File: config.mk
export PLATFORM = sky130hd
export DESIGN_NAME = uart_rx_deserializer
export DESIGN_NICKNAME = d
export VERILOG_FILES = /design/src/rtl/uart_pkg.sv /design/src/rtl/uart_rx_sync.sv /design/src/rtl/uart_rx_deserializer.sv
export SDC_FILE = /design/constraint.sdc
export NUM_CORES = 1
export LEC_CHECK = 0
export BUFFER_PORTS_ARGS = -buffer_cell sky130_fd_sc_hd__buf_4
export CORE_ASPECT_RATIO = 0.9
export CORE_MARGIN = 4
export CORE_UTILIZATION = 25
export DETAILED_ROUTE_END_ITERATION = 16
export PLACE_DENSITY = 0.49
export SLEW_MARGIN = 10
export SYNTH_ARGS = -nofsm -noshare
export SYNTH_HDL_FRONTEND = slang
export SYNTH_SLANG_ARGS = --single-unit
File: constraint.sdc
create_clock -name div_clk -period 1.7 [get_ports div_clk]
set_input_delay 0 -clock div_clk [delete_from_list [all_inputs] [get_ports div_clk]]
set_output_delay 0 -clock div_clk [all_outputs]
set_load 0.1 [all_outputs]
File: src/rtl/uart_pkg.sv
// Shared UART definitions: receiver state encoding, default frame geometry
// and a parity helper used by both link ends.
package uart_pkg;

  typedef enum logic [2:0] {
    IDLE   = 3'd0,
    START  = 3'd1,
    DATA   = 3'd2,
    PARITY = 3'd3,
    STOP   = 3'd4
  } uart_rx_state_e;

  localparam int UART_OVERSAMPLE = 16;
  localparam int UART_DATA_BITS  = 8;

  // 1 when the vector holds an odd number of ones.
  function automatic logic odd_ones(input logic [8:0] bits);
    return ^bits;
  endfunction

endpackage

File: src/rtl/uart_rx_sync.sv
// Two-flop synchronizer for the asynchronous rx line plus one extra flop
// for falling-edge detection; all flops reset to the idle-high level.
module uart_rx_sync (
  input  logic div_clk,
  input  logic rst_n,
  input  logic rx_serial,
  output logic rx_sync,
  output logic fall_edge
);

  logic meta_q, meta_d;
  logic sync_q, sync_d;
  logic prev_q, prev_d;

  always_comb begin
    meta_d = rx_serial;
    sync_d = meta_q;
    prev_d = sync_q;
  end

  always_ff @(posedge div_clk or negedge rst_n) begin
    if (!rst_n) begin
      meta_q <= 1'b1;
      sync_q <= 1'b1;
      prev_q <= 1'b1;
    end else begin
      meta_q <= meta_d;
      sync_q <= sync_d;
      prev_q <= prev_d;
    end
  end

  assign rx_sync   = sync_q;
  assign fall_edge = prev_q & ~sync_q;

endmodule

File: src/rtl/uart_rx_deserializer.sv
// Oversampling UART receiver (8N1 by default) with a valid/ready byte output.
// Define UART_RX_PARITY_EN to add an even-parity bit between data and stop.
module uart_rx_deserializer
  import uart_pkg::*;
#(
  parameter int DATA_BITS  = UART_DATA_BITS,
  parameter int OVERSAMPLE = UART_OVERSAMPLE
) (
  input  logic                 div_clk,
  input  logic                 rst_n,
  input  logic                 rx_serial,
  input  logic                 rx_ready,
  output logic [DATA_BITS-1:0] rx_data,
  output logic                 rx_valid,
  output logic                 rx_busy,
  output logic                 frame_err,
  output logic                 overrun_err,
  output logic                 parity_err
);

  localparam int TW = $clog2(OVERSAMPLE);
  localparam int BW = $clog2(DATA_BITS + 1);
  localparam logic [TW-1:0] TICK_MID = TW'(OVERSAMPLE / 2 - 1);
  localparam logic [TW-1:0] TICK_END = TW'(OVERSAMPLE - 1);
  localparam logic [TW-1:0] TICK_ONE = TW'(1);
  localparam logic [BW-1:0] BIT_LAST = BW'(DATA_BITS - 1);
  localparam logic [BW-1:0] BIT_ONE  = BW'(1);

  logic rx_sync, fall_edge;

  uart_rx_sync u_sync (
    .div_clk   (div_clk),
    .rst_n     (rst_n),
    .rx_serial (rx_serial),
    .rx_sync   (rx_sync),
    .fall_edge (fall_edge)
  );

  uart_rx_state_e       state_q, state_d;
  logic [TW-1:0]        tick_q, tick_d;
  logic [BW-1:0]        bit_q, bit_d;
  logic [DATA_BITS-1:0] shift_q, shift_d;
  logic [DATA_BITS-1:0] data_q, data_d;
  logic                 valid_q, valid_d;
  logic                 ferr_q, ferr_d;
  logic                 oerr_q, oerr_d;
  logic                 perr_q, perr_d;
  logic [TW-1:0]        tick_next;

  assign tick_next = (tick_q == TICK_END) ? '0 : tick_q + TICK_ONE;

  always_comb begin
    state_d = state_q;
    tick_d  = tick_next;
    bit_d   = bit_q;
    shift_d = shift_q;
    data_d  = data_q;
    valid_d = valid_q & ~rx_ready;
    ferr_d  = 1'b0;
    oerr_d  = 1'b0;
    perr_d  = 1'b0;
    case (state_q)
      IDLE: begin
        tick_d = '0;
        if (fall_edge) begin
          state_d = START;
        end else begin
          state_d = IDLE;
        end
      end
      START: begin
        if (tick_q == TICK_MID) begin
          tick_d = '0;
          bit_d  = '0;
          // A line already back high at mid-start is noise, not a frame.
          if (!rx_sync) begin
            state_d = DATA;
          end else begin
            state_d = IDLE;
          end
        end else begin
          state_d = START;
        end
      end
      DATA: begin
        if (tick_q == TICK_END) begin
          shift_d = {rx_sync, shift_q[DATA_BITS-1:1]};
          bit_d   = bit_q + BIT_ONE;
          if (bit_q == BIT_LAST) begin
`ifdef UART_RX_PARITY_EN
            state_d = PARITY;
`else
            state_d = STOP;
`endif
          end else begin
            state_d = DATA;
          end
        end else begin
          state_d = DATA;
        end
      end
`ifdef UART_RX_PARITY_EN
      PARITY: begin
        if (tick_q == TICK_END) begin
          perr_d  = odd_ones(9'(shift_q)) ^ rx_sync;
          state_d = STOP;
        end else begin
          state_d = PARITY;
        end
      end
`endif
      STOP: begin
        if (tick_q == TICK_END) begin
          state_d = IDLE;
          // A bad stop bit leaves the previously delivered byte untouched.
          if (rx_sync) begin
            data_d  = shift_q;
            valid_d = 1'b1;
            oerr_d  = valid_q & ~rx_ready;
          end else begin
            ferr_d = 1'b1;
          end
        end else begin
          state_d = STOP;
        end
      end
      default: begin
        state_d = IDLE;
        tick_d  = '0;
      end
    endcase
  end

  always_ff @(posedge div_clk or negedge rst_n) begin
    if (!rst_n) begin
      state_q <= IDLE;
      tick_q  <= '0;
      bit_q   <= '0;
      shift_q <= '0;
      data_q  <= '0;
      valid_q <= 1'b0;
      ferr_q  <= 1'b0;
      oerr_q  <= 1'b0;
      perr_q  <= 1'b0;
    end else begin
      state_q <= state_d;
      tick_q  <= tick_d;
      bit_q   <= bit_d;
      shift_q <= shift_d;
      data_q  <= data_d;
      valid_q <= valid_d;
      ferr_q  <= ferr_d;
      oerr_q  <= oerr_d;
      perr_q  <= perr_d;
    end
  end

  assign rx_data     = data_q;
  assign rx_valid    = valid_q;
  assign rx_busy     = (state_q != IDLE);
  assign frame_err   = ferr_q;
  assign overrun_err = oerr_q;
  assign parity_err  = perr_q;

endmodule

==> results.json <==
{
  "firstDrtPassIters": 4,
  "crit_path_top_delay_cell": "sky130_fd_sc_hd__dfrtp_1",
  "crit_path_cell_trace": "or3b_4 > or4_1 > a21oi_1",
  "critPathLaunchType": "flip-flop",
  "cellInternalPower_w": 0.00147,
  "layout.nets": 139,
  "netlist_top_cells_count": "30 x sky130_fd_sc_hd__dfrtp_1, 16 x sky130_fd_sc_hd__mux2_2, 5 x sky130_fd_sc_hd__nor2_1, 5 x sky130_fd_sc_hd__o21ai_0",
  "grt_setup_unrepaired": "false",
  "max_freq_ghz": 0.617,
  "number_of_warning_messages_in_the_yosys_log": 0,
  "synth.avg_cell_area_sq_um": 12.9,
  "post-route-worst-setup-slack_ns": 0.0780,
  "edff_count_synth": 0,
  "starting_density_of_the_core_pct": 26.3,
  "switching_power_w": 0.000599,
  "finalWirelength_mm": 2.76,
  "timing.clock.skew_ns": 0.00471,
  "gp_congestion": 0.775,
  "die-width_microns": 87.3,
  "postcts_setup_bufs": 0,
  "p_sw_share_pct": 29.0,
  "yosys.area.top_type": "sky130_fd_sc_hd__dfrtp_1",
  "vdd.ir_drop.worst_v": 0.000491,
  "drv.max_cap_violation_count": 0,
  "clk-insertion-delay-late_ns": 0.28,
  "detailedPlacementHpwl_mm": 1.87,
  "timing.critical_path.to_type": "flip-flop",
  "yosys-top-cells-area": "sky130_fd_sc_hd__dfrtp_1 53%, sky130_fd_sc_hd__mux2_2 13%, sky130_fd_sc_hd__dfstp_2 5.6%, sky130_fd_sc_hd__ha_1 1.8%, sky130_fd_sc_hd__nor3b_2 1.8%",
  "outcome": "completed",
  "mappedNetlistNets": 116,
  "final_max_slew_viol_count": 0,
  "timing.critical_path.slowest_cell_delay_ns": 0.52,
  "post_synth_instance_area_sq_mm": 0.00142,
  "clock-root-buffer": "sky130_fd_sc_hd__clkbuf_8",
  "postSynth.topFlopCell": "sky130_fd_sc_hd__dfrtp_1",
  "worst_setup_hold_path_clk_slew_ns": 0.07,
  "globalRoute.totalOverflow": 0,
  "signal_arrival_time_at_the_worst_endpoint_ns": 1.83,
  "finalHoldViolations": 0,
  "area_fraction_of_the_dominant_cell_type_after_synthesis_pct": 53.1,
  "post_route_cells_drive_above_1_share_pct": 40.3,
  "netlist-cell-type-count": 38,
  "core_region_area_sq_mm": 0.00538,
  "grt_start_max_net_pins": 34,
  "number_of_global_route_vias_before_repair": 996,
  "syn-instance-count": 110,
  "grt_util_all_layers_pct": 9.04,
  "post_drt_wl_per_cell_microns": 13.7,
  "crit_path_max_fanout": 12,
  "vias_per_cell": 4.63,
  "min_delay_path_class": "in2async",
  "cts_sinks": 33,
  "ctsHtreeMaxLevel": 2,
  "power.leakage_nw": 0.824,
  "critical_path_class": "reg2reg",
  "numPortBuffers": 15,
  "comb_power_share_pct": 17.0,
  "global_route_wire_length_before_repair_mm": 4.85,
  "dieArea_sq_mm": 0.00693,
  "detail_route.iter0.violations": 46,
  "post-place-ws_ns": 0.0330,
  "die_y_microns": 79.4,
  "floorplan.rows": 25,
  "cts_buffers": 5,
  "power.density_cell_area_mw_per_mm2": 1170,
  "fraction_of_the_yosys_area_taken_by_sequential_cells_pct": 58.6,
  "detail_route.drc_violations": 0,
  "seqPwrFrac_pct": 45.6,
  "period_share_pct": 95.4,
  "tritoncts": "built",
  "grt_antenna_before_repair": 0,
  "setup_violations": 0,
  "area_growth_pct": 25.5,
  "clockPowerShare_pct": 37.4,
  "yosys.cell_count.top_type": "sky130_fd_sc_hd__dfrtp_1",
  "synth_seq_cells": 33,
  "finalWorstPathRequiredPeriod_ns": 1.62,
  "route.vias.total": 931,
  "antenna_cells_inserted": 0,
  "io_pins": 17,
  "synth-async-reset-ratio_pct": 100,
  "setup_tns_ns": 0,
  "reg2reg_depth": 3,
  "worst_ep_required_time_ns": 1.91,
  "antenna_left": 0,
  "clock_tree.buffer_depth": 2
}
## what timing repair did
item / 4_1_cts / 5_1_grt
endpoints found under the setup margin: 0 / 12
hold buffers: 3 / 0
gates resized for setup: 0 / 4
hold endpoints to repair: 36 / 0
## critical path: cells and delay by family (launching register included)
| family | cells | cell delay, ns |
|---|---|---|
| simple gates | 2 | 0.88 |
| flops | 1 | 0.52 |
| compound gates | 1 | 0.15 |
## state kept, by name, summed over array words and instances (netlist names)
signal          flops
frame_err           1
u_sync.rx_sync      1
bit_q               4
tick_q              4
u_sync.meta_q       1
rx_data             8
state_q             3
shift_q             8
u_sync.prev_q       1
rx_valid            1
overrun_err         1
## layout by cell type, fill, tap and decap left out, types with 3 or more instances in the layout
cell,instances
sky130_fd_sc_hd__or4_1,3
sky130_fd_sc_hd__dlygate4sd3_1,3
sky130_fd_sc_hd__mux2_2,16
sky130_fd_sc_hd__nor3_1,3
sky130_fd_sc_hd__nor2_1,5
sky130_fd_sc_hd__o21ai_0,5
sky130_fd_sc_hd__dfrtp_1,29
sky130_fd_sc_hd__dfstp_2,3
sky130_fd_sc_hd__a21oi_1,3
sky130_fd_sc_hd__nand2_1,3
sky130_fd_sc_hd__clkbuf_8,6
sky130_fd_sc_hd__buf_4,18
## kinds of logic (layout without fill, tap and decap cells)
group / Yosys count / count (layout) / share of synthesized area (%)
and+or+nand+nor: 32 / 32 / 14.8
AOI/OAI and AO/OA: 16 / 16 / 7.25
muxes: 17 / 17 / 13.4
xor gates and xnor gates: 2 / 2 / 1.24
DFF: 33 / 33 / 58.6
other: 1 / 1 / 0.265
adders and majority gates: 2 / 2 / 1.77
buffers and inverters: 7 / 31 / 2.65
## worst paths after layout
check / start / end / slack [ns]
max: state_q[1] / bit_q[2] / 0.08
min: rst_n / frame_err / 0.19
max reg2reg: state_q[1] / bit_q[2] / 0.08
min reg2reg: u_sync.meta_q / u_sync.rx_sync / 0.36
max in group asynchronous: rst_n / u_sync.rx_sync / 1.18
min in group div_clk: u_sync.meta_q / u_sync.rx_sync / 0.36
## layout make-up
type	instances	area [sq um]
clock inverters	2	37.5
repair buffers	21	165
fillers	539	3600
flip-flops and latches	33	831
well taps	67	83.8
clock buffers	6	82.6
inverters	2	7.51
multi-input cells	70	568
## stage by stage
step	util (%)	hold slack [ns]	cells	power, W	instance area, sq um
after floorplan	-	-0.296	110	0.00119	1420
after global placement	29.8	-0.0433	190	0.00126	1600
after detailed placement	29.8	-0.0299	190	0.00127	1600
after CTS	32.6	0.196	201	0.00207	1750
after global routing	33.0	0.239	201	0.00219	1780
final	33.0	0.188	201	0.00207	1780
## layer usage
| metal | GRT usage, % | wire length, microns |
|---|---|---|
| met4 | 2.76 | 41 |
| met1 | 10.8 | 1210 |
| met2 | 14.3 | 1390 |
| met3 | 4.33 | 120 |
| met5 | 0 | 0 |
## power groups by stage
stage          clock network [W]  logic (W)  registers, W
4_1_cts                 0.000806   0.000337      0.000929
5_1_grt                 0.000836   0.000396      0.000962
3_5_place_dp                   0   0.000330      0.000944
2_1_floorplan                  0   0.000294      0.000898
3_3_place_gp                   0   0.000325      0.000937
6_report                0.000774   0.000351      0.000944
Power figures use the tool's default switching activity.
